## src/rtl/motion_bbox_tracker.sv

```systemverilog
// Per-frame motion accumulator: counts changed pixels in raster order, tracks their
// bounding box, and publishes count, box and a thresholded motion flag at end of frame.
`timescale 1ns/1ps
module motion_bbox_tracker #(
  parameter int H_RES = 320,
  parameter int V_RES = 240,
  localparam int XW = $clog2(H_RES),
  localparam int YW = $clog2(V_RES),
  localparam int CW = $clog2(H_RES*V_RES)
) (
  input  logic          clk,
  input  logic          reset,
  input  logic          frame_start,
  input  logic          pixel_valid,
  input  logic          diff_detected,
  input  logic [CW-1:0] motion_th,
  output logic          frame_done,
  output logic          result_valid,
  output logic [CW-1:0] diff_cnt,
  output logic [XW-1:0] x_min,
  output logic [XW-1:0] x_max,
  output logic [YW-1:0] y_min,
  output logic [YW-1:0] y_max,
  output logic          bbox_valid,
  output logic          motion_detected
);

  typedef enum logic [1:0] {IDLE, ACTIVE, DONE} state_t;

  localparam logic [XW-1:0] X_LAST = XW'(H_RES-1);
  localparam logic [YW-1:0] Y_LAST = YW'(V_RES-1);

  state_t        state_q, state_d;
  logic [XW-1:0] x_q, x_d, xmin_q, xmin_d, xmax_q, xmax_d;
  logic [YW-1:0] y_q, y_d, ymin_q, ymin_d, ymax_q, ymax_d;
  logic [CW-1:0] cnt_q, cnt_d;
  logic          any_q, any_d;
  logic          accept, last_pix, hit;

  always_comb begin
    accept   = (state_q == ACTIVE) && pixel_valid && !frame_start;
    last_pix = accept && (x_q == X_LAST) && (y_q == Y_LAST);
    hit      = accept && diff_detected;
    state_d  = state_q;
    x_d      = x_q;
    y_d      = y_q;
    cnt_d    = cnt_q;
    any_d    = any_q;
    xmin_d   = xmin_q;
    xmax_d   = xmax_q;
    ymin_d   = ymin_q;
    ymax_d   = ymax_q;

    case (state_q)
      IDLE:    state_d = IDLE;
      ACTIVE:  if (last_pix) state_d = DONE;
      DONE:    state_d = IDLE;
      default: state_d = IDLE;
    endcase

    // frame_start restarts from any state and wins over a coincident pixel
    if (frame_start) begin
      state_d = ACTIVE;
      x_d     = '0;
      y_d     = '0;
      cnt_d   = '0;
      any_d   = 1'b0;
      xmin_d  = X_LAST;
      xmax_d  = '0;
      ymin_d  = Y_LAST;
      ymax_d  = '0;
    end else begin
      if (accept) begin
        if (x_q == X_LAST) begin
          x_d = '0;
          y_d = y_q + YW'(1);
        end else begin
          x_d = x_q + XW'(1);
        end
      end
      if (hit) begin
        cnt_d = cnt_q + CW'(1);
        any_d = 1'b1;
        if (x_q < xmin_q) xmin_d = x_q;
        if (x_q > xmax_q) xmax_d = x_q;
        if (y_q < ymin_q) ymin_d = y_q;
        if (y_q > ymax_q) ymax_d = y_q;
      end
    end
  end

  always_ff @(posedge clk) begin
    if (reset) begin
      state_q         <= IDLE;
      x_q             <= '0;
      y_q             <= '0;
      cnt_q           <= '0;
      any_q           <= 1'b0;
      xmin_q          <= '0;
      xmax_q          <= '0;
      ymin_q          <= '0;
      ymax_q          <= '0;
      frame_done      <= 1'b0;
      result_valid    <= 1'b0;
      diff_cnt        <= '0;
      x_min           <= '0;
      x_max           <= '0;
      y_min           <= '0;
      y_max           <= '0;
      bbox_valid      <= 1'b0;
      motion_detected <= 1'b0;
    end else begin
      state_q      <= state_d;
      x_q          <= x_d;
      y_q          <= y_d;
      cnt_q        <= cnt_d;
      any_q        <= any_d;
      xmin_q       <= xmin_d;
      xmax_q       <= xmax_d;
      ymin_q       <= ymin_d;
      ymax_q       <= ymax_d;
      frame_done   <= last_pix;
      result_valid <= last_pix;
      // Publish uses the _d values so the last pixel is included
      if (last_pix) begin
        diff_cnt        <= cnt_d;
        bbox_valid      <= any_d;
        motion_detected <= (cnt_d > motion_th);
        x_min           <= any_d ? xmin_d : '0;
        x_max           <= any_d ? xmax_d : '0;
        y_min           <= any_d ? ymin_d : '0;
        y_max           <= any_d ? ymax_d : '0;
      end
    end
  end

endmodule

```

## config.mk

```make
export PLATFORM = sky130hd
export DESIGN_NAME = motion_bbox_tracker
export DESIGN_NICKNAME = d
export VERILOG_FILES = /design/src/rtl/motion_bbox_tracker.sv
export SDC_FILE = /design/constraint.sdc
export NUM_CORES = 1
export LEC_CHECK = 0
export BUFFER_PORTS_ARGS = -buffer_cell sky130_fd_sc_hd__buf_2
export CAP_MARGIN = 20
export CORE_MARGIN = 2
export CORE_UTILIZATION = 35
export DETAILED_ROUTE_END_ITERATION = 10
export GPL_ROUTABILITY_DRIVEN = 0
export SLEW_MARGIN = 20
export SYNTH_ARGS = -nofsm -noshare
export SYNTH_HDL_FRONTEND = slang
export SYNTH_SLANG_ARGS = --single-unit
```

## constraint.sdc

```tcl
create_clock -name clk -period 3.2 [get_ports clk]
set_clock_uncertainty 0.2 [all_clocks]
set_input_delay 0.32 -clock clk [delete_from_list [all_inputs] [get_ports clk]]
set_output_delay 0.32 -clock clk [all_outputs]
set_load 0.05 [all_outputs]
```

After elaboration in Yosys (flattened, before gate mapping)
Index checks and enable logic that the tools add are counted.
{ "word_totals": {"ff_bits": 125} }
{ "op_classes": {"mux": 24, "n_eq_ne": 4, "add_sub_neg": 3, "reduce_logical": 9, "n_bitwise": 1, "n_lt_le_gt_ge": 5} }
{ "op_table": {"columns": ["operator", "count"], "rows": [
  ["two-way mux 9 bit", 9],
  ["two-way mux 8 bit", 8],
  ["two-way mux 17 bit", 2],
  ["adder 17 x 1 -> 17 bit (second input constant)", 1],
  ["> comparator 17 bit", 1],
  ["adder 9 x 1 -> 9 bit (second input constant)", 1],
  ["== test 9 bit (second input constant)", 1],
  ["> comparator 9 bit", 1],
  ["less-than comparator 9 bit", 1],
  ["adder 8 x 1 -> 8 bit (second input constant)", 1],
  ["== test 8 bit (second input constant)", 1],
  ["> comparator 8 bit", 1],
  ["less-than comparator 8 bit", 1],
  ["logical AND 1 bit", 5],
  ["two-way mux 1 bit", 5],
  ["!= test 3 bit (second input constant)", 1],
  ["OR reduction 3 bit", 1],
  ["== test 2 x 1 -> 1 bit (second input constant)", 1],
  ["AND reduction 2 bit", 1],
  ["OR reduction 2 bit", 1],
  ["logical NOT 1 bit", 1],
  ["NOT 1 bit", 1]
]} }

Longest topological paths before layout
Gate-level depths: netlist of run 1.
{ "logic_depth": {"depth_word": 8, "mapped_depth": 14, "ltp_nobuf": 13} }

Worst setup path before layout of run 1
OpenSTA, ideal clock, no wires.
{ "synth_path": {"kind": "in2reg", "from": "input frame_start", "to": "register motion_detected", "path_slack_ns": 0.303, "n_path_buf": 2, "arrival_time_ns": 2.580, "required_time_ns": 2.883, "cell_stages": 14, "setup_ns": 0.117, "cell_sequence": "buf_6 -> and4bb_4 -> buf_6 -> nand3_2 -> nor2_1 -> nand3_1 -> xor2_1 -> nor2_1 -> ha_1 -> a21o_1 -> a21o_1 -> a21oi_1 -> o2111ai_1 -> a22o_1"} }
{ "synth_between": {"elab_chain_cells": 6, "elab_cells_between_ends": 8, "cone_classes": "order compare (1); mux (2); reduce/logical (5)"} }
{ "synth_rtl": {"columns": ["item", "line", "source"], "rows": [
  ["start, declared", "13", "input logic frame_start,"],
  ["logical NOT 1 bit", "41", "accept = (state_q == ACTIVE) && pixel_valid && !frame_start;"],
  ["logical AND 1 bit", "41", null],
  ["logical AND 1 bit", "43", "hit = accept && diff_detected;"],
  ["two-way mux 17 bit", "81", "if (hit) begin"],
  ["two-way mux 17 bit (*)", "62", "if (frame_start) begin"],
  ["named net cnt_d[14]", "36", "logic [CW-1:0] cnt_q, cnt_d;"],
  ["> comparator 17 bit (*)", "128", "motion_detected <= (cnt_d > motion_th);"],
  ["end signal, assigned", "128", null],
  ["end, declared", "25", "output logic motion_detected"]
]} }
Mark *: on every way through the listed nets, which the timed path passes. The rest lies on a longest branch.
A chain may end at the register's enable or synchronous reset.

Final worst setup path of run 1
{ "layout_path": {"from": "register cnt_q[5]", "to": "register motion_detected"} }
{ "layout_between": {"elab_chain_cells": 4} }
{ "layout_rtl": {"columns": ["item", "line", "source"], "rows": [
  ["start, declared", "36", null],
  ["start signal, assigned", "116", "cnt_q <= cnt_d;"],
  ["adder 17 x 1 -> 17 bit", "82", "cnt_d = cnt_q + CW'(1);"],
  ["two-way mux 17 bit", "81", null],
  ["two-way mux 17 bit", "62", null],
  ["named net cnt_d[11]", "36", null],
  ["> comparator 17 bit", "128", null]
]} }
The timed path passes the listed nets, and every way through them passes these cells.

==> results.ini, run 1 <==
[die]
initial_utilization=0.357
die_width_um=134
floorplan.rows=47
die_h_um=134
design.die.area_um2=17900
io_pins=77
core_region_area_um2=16500

[clocking]
clk_path_buf_depth=2
post_cts_repair_resize_count=0
worstSkewPairLatency_ns=0.42
num_cts_buffers=17
cts.sink_count=125
path_clk_slew_ns=0.06
hold_buffers=0
cts_setup_buffers=0
cts-htree-levels=4
cts_tree=done
clock-root-buffer=sky130_fd_sc_hd__clkbuf_16

[cells_and_area]
finalNetCount=837
number_of_fillers_in_the_final_layout=1644
post-route-util=0.438
layout-area-overhead-vs-synth_pct=22.6
design_area_um2=7230
layout-drive-gt1-share=0.189
antenna_cells=0

[power_and_ir_drop]
ir_drop_uv=413
total_leakage_power_nw=3.22
power_density_nw_per_um2=535

[synth]
cell_count_after_synthesis=679
synth-seq-cells=125
synth_top_cell_by_area=sky130_fd_sc_hd__dfxtp_1
post_synth.cell_area_avg_um2=8.69
synth_cell_type_count=54
synth_enable_flop_cells=0
synth-warning-count=0
synth.most_common_cell=sky130_fd_sc_hd__dfxtp_1
synth_top_area_share=0.424
commonest_cells_post_synth=125 x sky130_fd_sc_hd__dfxtp_1, 98 x sky130_fd_sc_hd__nor2_1, 69 x sky130_fd_sc_hd__nand2_1, 61 x sky130_fd_sc_hd__inv_1, 52 x sky130_fd_sc_hd__ha_1
synth.cell_area_um2=5900
synth.yosys.seq_area_share=0.424
mapped_nets=753
dominant_synthesized_flop_cell=sky130_fd_sc_hd__dfxtp_1
synth_top_cells_by_area=sky130_fd_sc_hd__dfxtp_1 42%, sky130_fd_sc_hd__ha_1 11%, sky130_fd_sc_hd__nor2_1 6.2%
postSynth.asyncResetShare=0

[drt]
postRouteWirelength_um=13300
detail-route-antenna-nets=0
routed_via_density=4.69
route.detailed.drc=0
drt_first_iter_violations=205
detail_route.first_pass.iterations=4
drt-wirelength-per-cell_um=13.3
num_vias=4670

[hold_path]
worst_hold_path_class=primary input to register
hold_depth=4

[outcome]
run_status=complete, no violations

[sta]
min_period_over_period=0.930
timing.fmax_ghz=0.336
finalHoldViolations=0
setup_repair_after_global_routing_missed_its_margin=false
slew_viol_final=0
max_slew_margin=0.496
max_slew.worst_pin.slew_ns=0.756
worst_hold_slack_ns=0.194
layout_min_cycle_time_ns=2.98
report.final.setup_viol=0
finalSetupTns_ns=0
worst_slack_ns=0.222

[worst_setup_path]
cpMaxStageDelayCell=sky130_fd_sc_hd__dfxtp_1
reg2reg_slack_ns=0.22
worstPathMaxFanout=4
arrival_ns=3.15
critPathKind=register to register
crit_path_cell_trace=nand4_1, or2_2, or3_4, nor2_1, xnor2_2, nor2_1, ha_1, nand4_1, nor3_2, o21ai_0, o2111ai_1, a22o_1
worst-r2r-cell-count=12
setup.worst_path.start_class=register
timing.critical_path.required_ns=3.37
crit_path_largest_cell_delay_ns=0.40
worst_setup_path_end_kind=register

[placed_design]
preCtsSetupSlack_ns=0.0395
io_buffers=76
postPlaceCellArea_um2=6520
detailedPlacementHpwl_um=9510

[global_route]
grt_util_all_layers=0.156
globalRoute.totalOverflow=0
grt_pass1_vias=4494
pin_count_of_the_biggest_net_entering_global_routing=37
wire_length_of_the_first_global_routing_pass_um=22200
grt_antenna_before_repair=0

[flow_run]
max-cap-violations=0

## power breakdown
part	internal, W	switching (W)
registers	0.00157	0.00000617
logic	0.0000476	0.0000892
clock network	0.00147	0.000692
total	0.00308	0.000788
## layer usage
layer | GRT usage | share of wire
met1 | 0.201 | 0.49
met3 | 0.0397 | 0.038
met4 | 0.0751 | 0.025
met2 | 0.244 | 0.45
met5 | 0 | 0
## flip-flops by register name, indices dropped and copies added, names as in the netlist, 2 cells and up
name      count
xmax_q        9
x_min         9
ymax_q        8
cnt_q        17
y_q           8
xmin_q        9
ymin_q        8
state_q       2
diff_cnt     17
x_max         9
x_q           9
y_max         8
y_min         8
## final timing paths
kind | startpoint | to
setup reg to reg | cnt_q[5] | motion_detected
setup / recovery | cnt_q[5] | motion_detected
hold / removal | diff_detected | cnt_q[2]
hold reg to reg | x_min[2] | x_min[2]
## final cells by class
type	instances	area, um^2	share of cell area
clock buffers	23	488	0.0675
clock inverters	9	179	0.0247
inverters	62	233	0.0322
multi-input cells	464	3050	0.421
flip-flops and latches	125	2500	0.346
well taps	220	275	0.0380
repair buffers	93	508	0.0702
## metrics by stage
| stage | cells | total power, W |
|---|---|---|
| detailed placement | 964 | 0.00175 |
| global placement | 964 | 0.00175 |
| floorplan | 679 | 0.00171 |
| global route | 996 | 0.00399 |
| finish | 996 | 0.00387 |
| CTS | 996 | 0.00391 |
## cell families after synthesis
family / synth area share
fa+ha+maj: 0.110
xor+xnor: 0.0431
simple gates: 0.189
buf+inv: 0.0677
mux: 0.0494
flops: 0.424
compound gates: 0.116
## layout by cell type (no fill, tap or decap), types with 14 or more instances in the layout
cell,synthesis,layout
sky130_fd_sc_hd__nand2_1,69,69
sky130_fd_sc_hd__nor3_1,15,14
sky130_fd_sc_hd__dfxtp_1,125,125
sky130_fd_sc_hd__buf_2,7,76
sky130_fd_sc_hd__a21oi_1,35,35
sky130_fd_sc_hd__ha_1,52,52
sky130_fd_sc_hd__mux2i_1,28,28
sky130_fd_sc_hd__clkbuf_16,0,17
sky130_fd_sc_hd__o21ai_1,36,36
sky130_fd_sc_hd__buf_4,2,17
sky130_fd_sc_hd__nor2_1,98,97
sky130_fd_sc_hd__inv_1,61,61
sky130_fd_sc_hd__nand3_1,14,14
## critical path: cells and delay by family (launching register included)
family	cells	cell delay (ns)
adders and majority gates	1	0.30
AOI/OAI and AO/OA	3	0.45
xor gates and xnor gates	1	0.16
DFF	1	0.40
and+or+nand+nor	7	1.41
Note: power is estimated with default switching activity, not from simulation.
==> run 2, diff against run 1 <==
==> constraint.sdc (replaced) <==
create_clock -name clk -period 2.8 [get_ports clk]
set_clock_uncertainty 0.2 [all_clocks]
set_input_delay 0.28 -clock clk [delete_from_list [all_inputs] [get_ports clk]]
set_output_delay 0.28 -clock clk [all_outputs]
set_load 0.05 [all_outputs]
==> run 2 against run 1 <==
Effect of this change:
- largest power group unchanged
- the run now ends with setup timing left
- die area unchanged
- sequential cell count is the same
- fmax up 4.4%
- routed wire length grew 3.0%
- clock-buffer cell count unchanged
==> results.ini, run 2 (synthesized netlist as in run 1, its figures left out) <==
[outcome]
run_status=finished, violations left
violations_in_the_final_reports=setup timing

[global_route]
pin_count_of_the_biggest_net_entering_global_routing=44  ; +19%
grt_util_all_layers=0.161  ; +0.00515
wire_length_of_the_first_global_routing_pass_um=22900  ; +3.1%
globalRoute.totalOverflow=0  ; unchanged
grt_antenna_before_repair=0  ; unchanged
grt_pass1_vias=4606  ; +2.5%

[drt]
drt-wirelength-per-cell_um=13.2  ; -0.63%
routed_via_density=4.64  ; -1.1%
drt_first_iter_violations=178  ; -13%
postRouteWirelength_um=13700  ; +3.0%
num_vias=4786  ; +2.5%
sum_of_met2_wire_segment_lengths_after_detailed_routing_um=6220  ; +4.6%
detail-route-antenna-nets=0  ; unchanged
routed-wl-met3_um=586  ; +15%
route.detailed.drc=0  ; unchanged
routedLengthMet1_um=6630  ; +2.3%
detail_route.first_pass.iterations=4  ; unchanged
dr.max_layer_used=met4

[placed_design]
io_buffers=76  ; unchanged
detailedPlacementHpwl_um=9850  ; +3.6%
placedCellCount=997  ; +3.4%
postPlaceCellArea_um2=6790  ; +4.1%

[cells_and_area]
layout_top_registers=cnt_q: 17 flops, diff_cnt: 17 flops
layout-area-overhead-vs-synth_pct=26.9
design_area_um2=7490  ; +3.5%
final_cell_mix=122 x sky130_fd_sc_hd__dfxtp_1, 94 x sky130_fd_sc_hd__nor2_1, 76 x sky130_fd_sc_hd__buf_2, 69 x sky130_fd_sc_hd__nand2_1, 61 x sky130_fd_sc_hd__inv_1
finalNetCount=875  ; +4.5%
antenna_cells=0  ; unchanged
most_common_cell_after_layout_fill_and_taps_aside=sky130_fd_sc_hd__dfxtp_1
finish.cell_count_without_fillers=1032  ; +3.6%
layout-drive-gt1-share=0.232  ; +0.0421

[worst_setup_path]
setup.worst_path.start_class=register
crit_path_cell_trace=nand4_1, or2_2, buf_4, nor2_4, nand3_2, xor2_2, nor2_1, ha_1, a21o_1, a21o_1, a21oi_1, o2111ai_1, a22o_1
critPathKind=register to register
timing.critical_path.required_ns=2.91  ; -0.46 ns
worst-path-buf-inv=1  ; +1
worstPathMaxFanout=4  ; unchanged
crit-reg2reg-launch=cnt_q[4]
cpMaxStageDelayCell=sky130_fd_sc_hd__dfxtp_2
arrival_ns=2.96  ; -0.19 ns
worst_setup_path_end_kind=register
startpoint=cnt_q[4]
cp_common_cell=sky130_fd_sc_hd__a21o_1
crit_path_largest_cell_delay_ns=0.34  ; -0.06 ns
critPathTopFamily=compound AO/OA/AOI/OAI gates

[clocking]
worstSkewPairLatency_ns=0.42  ; about the same
num_cts_buffers=17  ; unchanged
cts-htree-levels=4  ; unchanged
cts.sink_count=125  ; unchanged
path_clk_slew_ns=0.06  ; about the same
cts_tree=done
clk_path_buf_depth=2  ; unchanged
clock-root-buffer=sky130_fd_sc_hd__clkbuf_16

[sta]
max_slew_margin=0.644  ; +0.149
finalHoldViolations=0  ; unchanged
worst_slack_ns=-0.0519  ; -0.274 ns
min_period_over_period=1.02  ; +0.0881
report.final.setup_viol=1  ; +1
setup_repair_after_global_routing_missed_its_margin=true
layout_min_cycle_time_ns=2.85  ; -0.126 ns
slew_viol_final=0  ; unchanged
max_slew.worst_pin.slew_ns=0.532  ; -0.224 ns
timing.fmax_ghz=0.351  ; +4.4%

[die]
floorplan.rows=47  ; unchanged
die_width_um=134  ; unchanged
die_h_um=134  ; unchanged
io_pins=77  ; unchanged
core_region_area_um2=16500  ; unchanged
initial_utilization=0.357  ; unchanged
design.die.area_um2=17900  ; unchanged

[hold_path]
worst_hold_path_class=primary input to register
timing.hold.worst.start=diff_detected

[power_and_ir_drop]
total_leakage_power_nw=3.36  ; +4.6%
power_density_nw_per_um2=550  ; +2.7%
ir_drop_uv=472  ; +14%

[flow_run]
max-cap-violations=0  ; unchanged

[run 2: cell types whose count changed in the layout (fill, tap and decap cells not counted), sizes merged]
| cell | delta |
|---|---|
| clkinvlp | -1 |
| buf | +37 |
| dlygate4sd3 | +1 |
| bufinv | -3 |
| clkinv | +3 |
| inv | -1 |
[run 2: path summary, 6_finish.rpt]
kind / endpoint / slack (ns) / cells after the start
max: motion_detected / -0.05 / 13
min: cnt_q[2] / 0.18 / 4
max reg2reg: motion_detected / -0.05 / 13
min reg2reg: x_min[2] / 0.24 / 2
[run 2: routing by layer]
metal  GRT usage  vias up
li1            -     2525
met1       0.208     2162
met2       0.261       84
met3      0.0412       15
met4      0.0591        0
met5           0        -
[run 2: what timing repair did]
item	CTS	global route
endpoints found under the setup margin	1	1
gates resized for setup	9	5
hold buffers	1	0
pin swaps	6	4
buffers inserted	2	1
endpoints found under the hold margin	6	0
[run 2: power breakdown]
group	leakage [nW]	total [W]	switching, W	internal [W]
Sequential	1.01	0.00180	0.00000698	0.00180
Clock	0.285	0.00214	0.000758	0.00139
Combinational	2.07	0.000167	0.000104	0.0000636
Total	3.36	0.00412	0.000869	0.00325
[run 2: tightest hold or removal path: cells and delay by family]
kind                   cells  cell delay (ns)
XOR/XNOR                   1             0.09
AND/OR/NAND/NOR            2             0.21
buffers and inverters      1             0.16
[run 2: cell type report]
class,instances,area (um^2)
clock buffers,23,488
clock inverters,7,87.6
multi-input cells,464,3070
well taps,220,275
fillers,1633,9040
repair buffers,131,828
inverters,62,233
flip-flops and latches,125,2510
[run 2: metrics by stage]
step                      hold WS [ns]  worst slack [ns]  power (W)  setup TNS (ns)  utilization
after floorplan                  0.260           0.00757    0.00195               0            -
after detailed placement         0.239            -0.159    0.00200          -0.159        0.411
final                            0.181           -0.0519    0.00412         -0.0519        0.453
after global placement           0.237           -0.0594    0.00200         -0.0594        0.411
after global routing             0.233            -0.181    0.00427          -0.181        0.453
after CTS                        0.169           -0.0313    0.00417         -0.0313        0.449
==> run 3, diff against run 2 <==
--- a/config.mk
+++ b/config.mk
@@ -6,11 +6,12 @@
 export NUM_CORES = 1
 export LEC_CHECK = 0
 export BUFFER_PORTS_ARGS = -buffer_cell sky130_fd_sc_hd__buf_2
-export CAP_MARGIN = 20
+export CORE_ASPECT_RATIO = 1.75
 export CORE_MARGIN = 2
 export CORE_UTILIZATION = 35
 export DETAILED_ROUTE_END_ITERATION = 10
 export GPL_ROUTABILITY_DRIVEN = 0
+export SETUP_SLACK_MARGIN = 0.1
 export SLEW_MARGIN = 20
 export SYNTH_ARGS = -nofsm -noshare
 export SYNTH_HDL_FRONTEND = slang
==> run 3 against run 2 <==
Effect of this change:
- the flow still finishes with violations (setup timing)
- worst setup slack better by 0.025 ns
- die area up 0.22%
- power up 5.5%
- register-to-register slack better by 0.02 ns
- critical endpoint unchanged
==> results.ini, run 3 (synthesized netlist as in run 1, its figures left out) <==
[sta]
setup_repair_after_global_routing_missed_its_margin=true
report.final.setup_viol=1  ; unchanged
timing.fmax_ghz=0.354  ; +0.88%
slew_viol_final=0  ; unchanged
finalSetupTns_ns=-0.0271  ; +0.0248 ns
finalHoldViolations=0  ; unchanged
max_slew_margin=0.621  ; -0.0235
layout_min_cycle_time_ns=2.83  ; -0.0248 ns
max_slew.worst_pin.slew_ns=0.569  ; +0.0366 ns
worst_slack_ns=-0.0271  ; +0.0248 ns
min_period_over_period=1.01  ; -0.00887

[power_and_ir_drop]
power.share.switching=0.226  ; +0.0149
power_density_nw_per_um2=575  ; +4.6%
comb_power_share=0.038  ; -0.003
post-layout-total-power_w=0.00434  ; +5.5%
seqPwrFrac=0.415  ; -0.023
ir_drop_uv=375  ; -21%
internal_power_w=0.00336  ; +3.5%
share_clk_of_total_power=0.546  ; +0.025
psw_w=0.000981  ; +13%
total_leakage_power_nw=3.37  ; +0.19%

[cells_and_area]
most_common_cell_after_layout_fill_and_taps_aside=sky130_fd_sc_hd__dfxtp_1
layout_top_registers=cnt_q: 17 flops, diff_cnt: 17 flops
layout-drive-gt1-share=0.236  ; +0.00493
design_area_um2=7550  ; +0.84%
number_of_fillers_in_the_final_layout=1710  ; +4.7%
finalNetCount=873  ; -0.23%
final_cell_mix=123 x sky130_fd_sc_hd__dfxtp_1, 94 x sky130_fd_sc_hd__nor2_1, 76 x sky130_fd_sc_hd__buf_2, 69 x sky130_fd_sc_hd__nand2_1, 60 x sky130_fd_sc_hd__inv_1
finish.cell_count_without_fillers=1037  ; +0.48%
layout-area-overhead-vs-synth_pct=28.0

[outcome]
run_status=finished, violations left
violations_in_the_final_reports=setup timing

[worst_setup_path]
worstPathMaxFanout=4  ; unchanged
crit_path_cell_trace=and4bb_4, nand2_4, or3_4, nor3_2, xnor2_1, nor2_1, ha_1, nand4_1, or3_1, o2111ai_1, a22o_1
cpMaxStageDelayCell=sky130_fd_sc_hd__or3_4
worst_setup_path_end_kind=register
timing.critical_path.required_ns=2.96  ; +0.05 ns
critPathKind=register to register
arrival_ns=2.99  ; +0.03 ns
worst-path-buf-inv=0  ; -1
setup.worst_path.start_class=register
crit_path_largest_cell_delay_ns=0.44  ; +0.10 ns
critPathTopFamily=simple AND/OR/NAND/NOR gates

[clocking]
cts.sink_count=125  ; unchanged
clk_path_buf_depth=2  ; unchanged
clock-root-buffer=sky130_fd_sc_hd__clkbuf_16
hold_buffers=0  ; -1
cts-htree-levels=4  ; unchanged
num_cts_buffers=17  ; unchanged
cts_tree=done
worstSkewPairLatency_ns=0.42  ; about the same
path_clk_slew_ns=0.06  ; about the same

[die]
die_h_um=176  ; +31%
initial_utilization=0.359  ; +0.00171
floorplan.rows=62  ; +32%
core_region_area_um2=16400  ; -0.48%
die_width_um=102  ; -24%
io_pins=77  ; unchanged
design.die.area_um2=18000  ; +0.22%

[drt]
num_vias=4947  ; +3.4%
detail-route-antenna-nets=0  ; unchanged
drt_first_iter_violations=169  ; -5.1%
route.detailed.drc=0  ; unchanged
postRouteWirelength_um=14400  ; +5.5%
routed_via_density=4.77  ; +2.9%
drt-wirelength-per-cell_um=13.9  ; +5.0%
detail_route.first_pass.iterations=4  ; unchanged

[global_route]
pin_count_of_the_biggest_net_entering_global_routing=44  ; unchanged
wire_length_of_the_first_global_routing_pass_um=24100  ; +5.2%
globalRoute.totalOverflow=0  ; unchanged
grt_pass1_vias=5038  ; +9.4%
grt_util_all_layers=0.172  ; +0.0113
grt_antenna_before_repair=1  ; +1

[flow_run]
max-cap-violations=0  ; unchanged

[placed_design]
placedCellCount=1001  ; +0.40%
preCtsSetupSlack_ns=-0.104  ; +0.0553 ns
io_buffers=76  ; unchanged
detailedPlacementHpwl_um=10700  ; +9.0%
postPlaceCellArea_um2=6840  ; +0.72%

[hold_path]
worst_hold_path_class=primary input to register

[run 3: tightest hold or removal path, cell delays in order]
cell	delay [ns]
sky130_fd_sc_hd__buf_2	0.15
sky130_fd_sc_hd__or2_2	0.14
sky130_fd_sc_hd__nor2_1	0.07
[run 3: stage by stage]
step           hold WS [ns]  utilization
4_1_cts              0.0684        0.456
3_5_place_dp          0.239        0.416
2_1_floorplan         0.260            -
6_report             0.0867        0.459
3_3_place_gp          0.235        0.416
5_1_grt              0.0944        0.459
[run 3: layout make-up]
cell class	count	area, um^2	share of cell area
inverters	62	233	0.0308
clock inverters	15	211	0.0280
clock buffers	17	425	0.0563
diodes	1	2.50	0.000331
well taps	224	280	0.0371
flip-flops and latches	125	2500	0.332
multi-input cells	464	3090	0.409
repair buffers	129	803	0.106
[run 3: final timing paths]
check	startpoint	end	slack, ns	cells past startpoint
worst max-delay path	state_q[1]	motion_detected	-0.03	11
worst min-delay path	reset	any_q	0.09	3
worst min register to register	y_max[2]	y_max[2]	0.24	2
worst max register to register	state_q[1]	motion_detected	-0.03	11
[run 3: power groups by stage]
| stage | combinational, W | clock (W) | sequential (W) |
|---|---|---|---|
| 5_1_grt | 0.000190 | 0.00249 | 0.00180 |
| 3_3_place_gp | 0.000163 | 0 | 0.00184 |
| 2_1_floorplan | 0.000112 | 0 | 0.00184 |
| 4_1_cts | 0.000167 | 0.00241 | 0.00180 |
| 6_report | 0.000167 | 0.00237 | 0.00180 |
| 3_5_place_dp | 0.000165 | 0 | 0.00184 |
[run 3: repair_timing]
item / in CTS / in global routing
setup buffers: 1 / 1
pin swaps: 5 / 5
resized for setup: 5 / 5
setup endpoints to repair: 1 / 1
[run 3: routing by layer]
metal / global-route usage / vias to the layer above / share of wire
met5: 0 / - / 0
met4: 0.0917 / 0 / 0.039
met3: 0.0438 / 28 / 0.037
met2: 0.306 / 83 / 0.53
met1: 0.182 / 2311 / 0.39
li1: - / 2525 / -
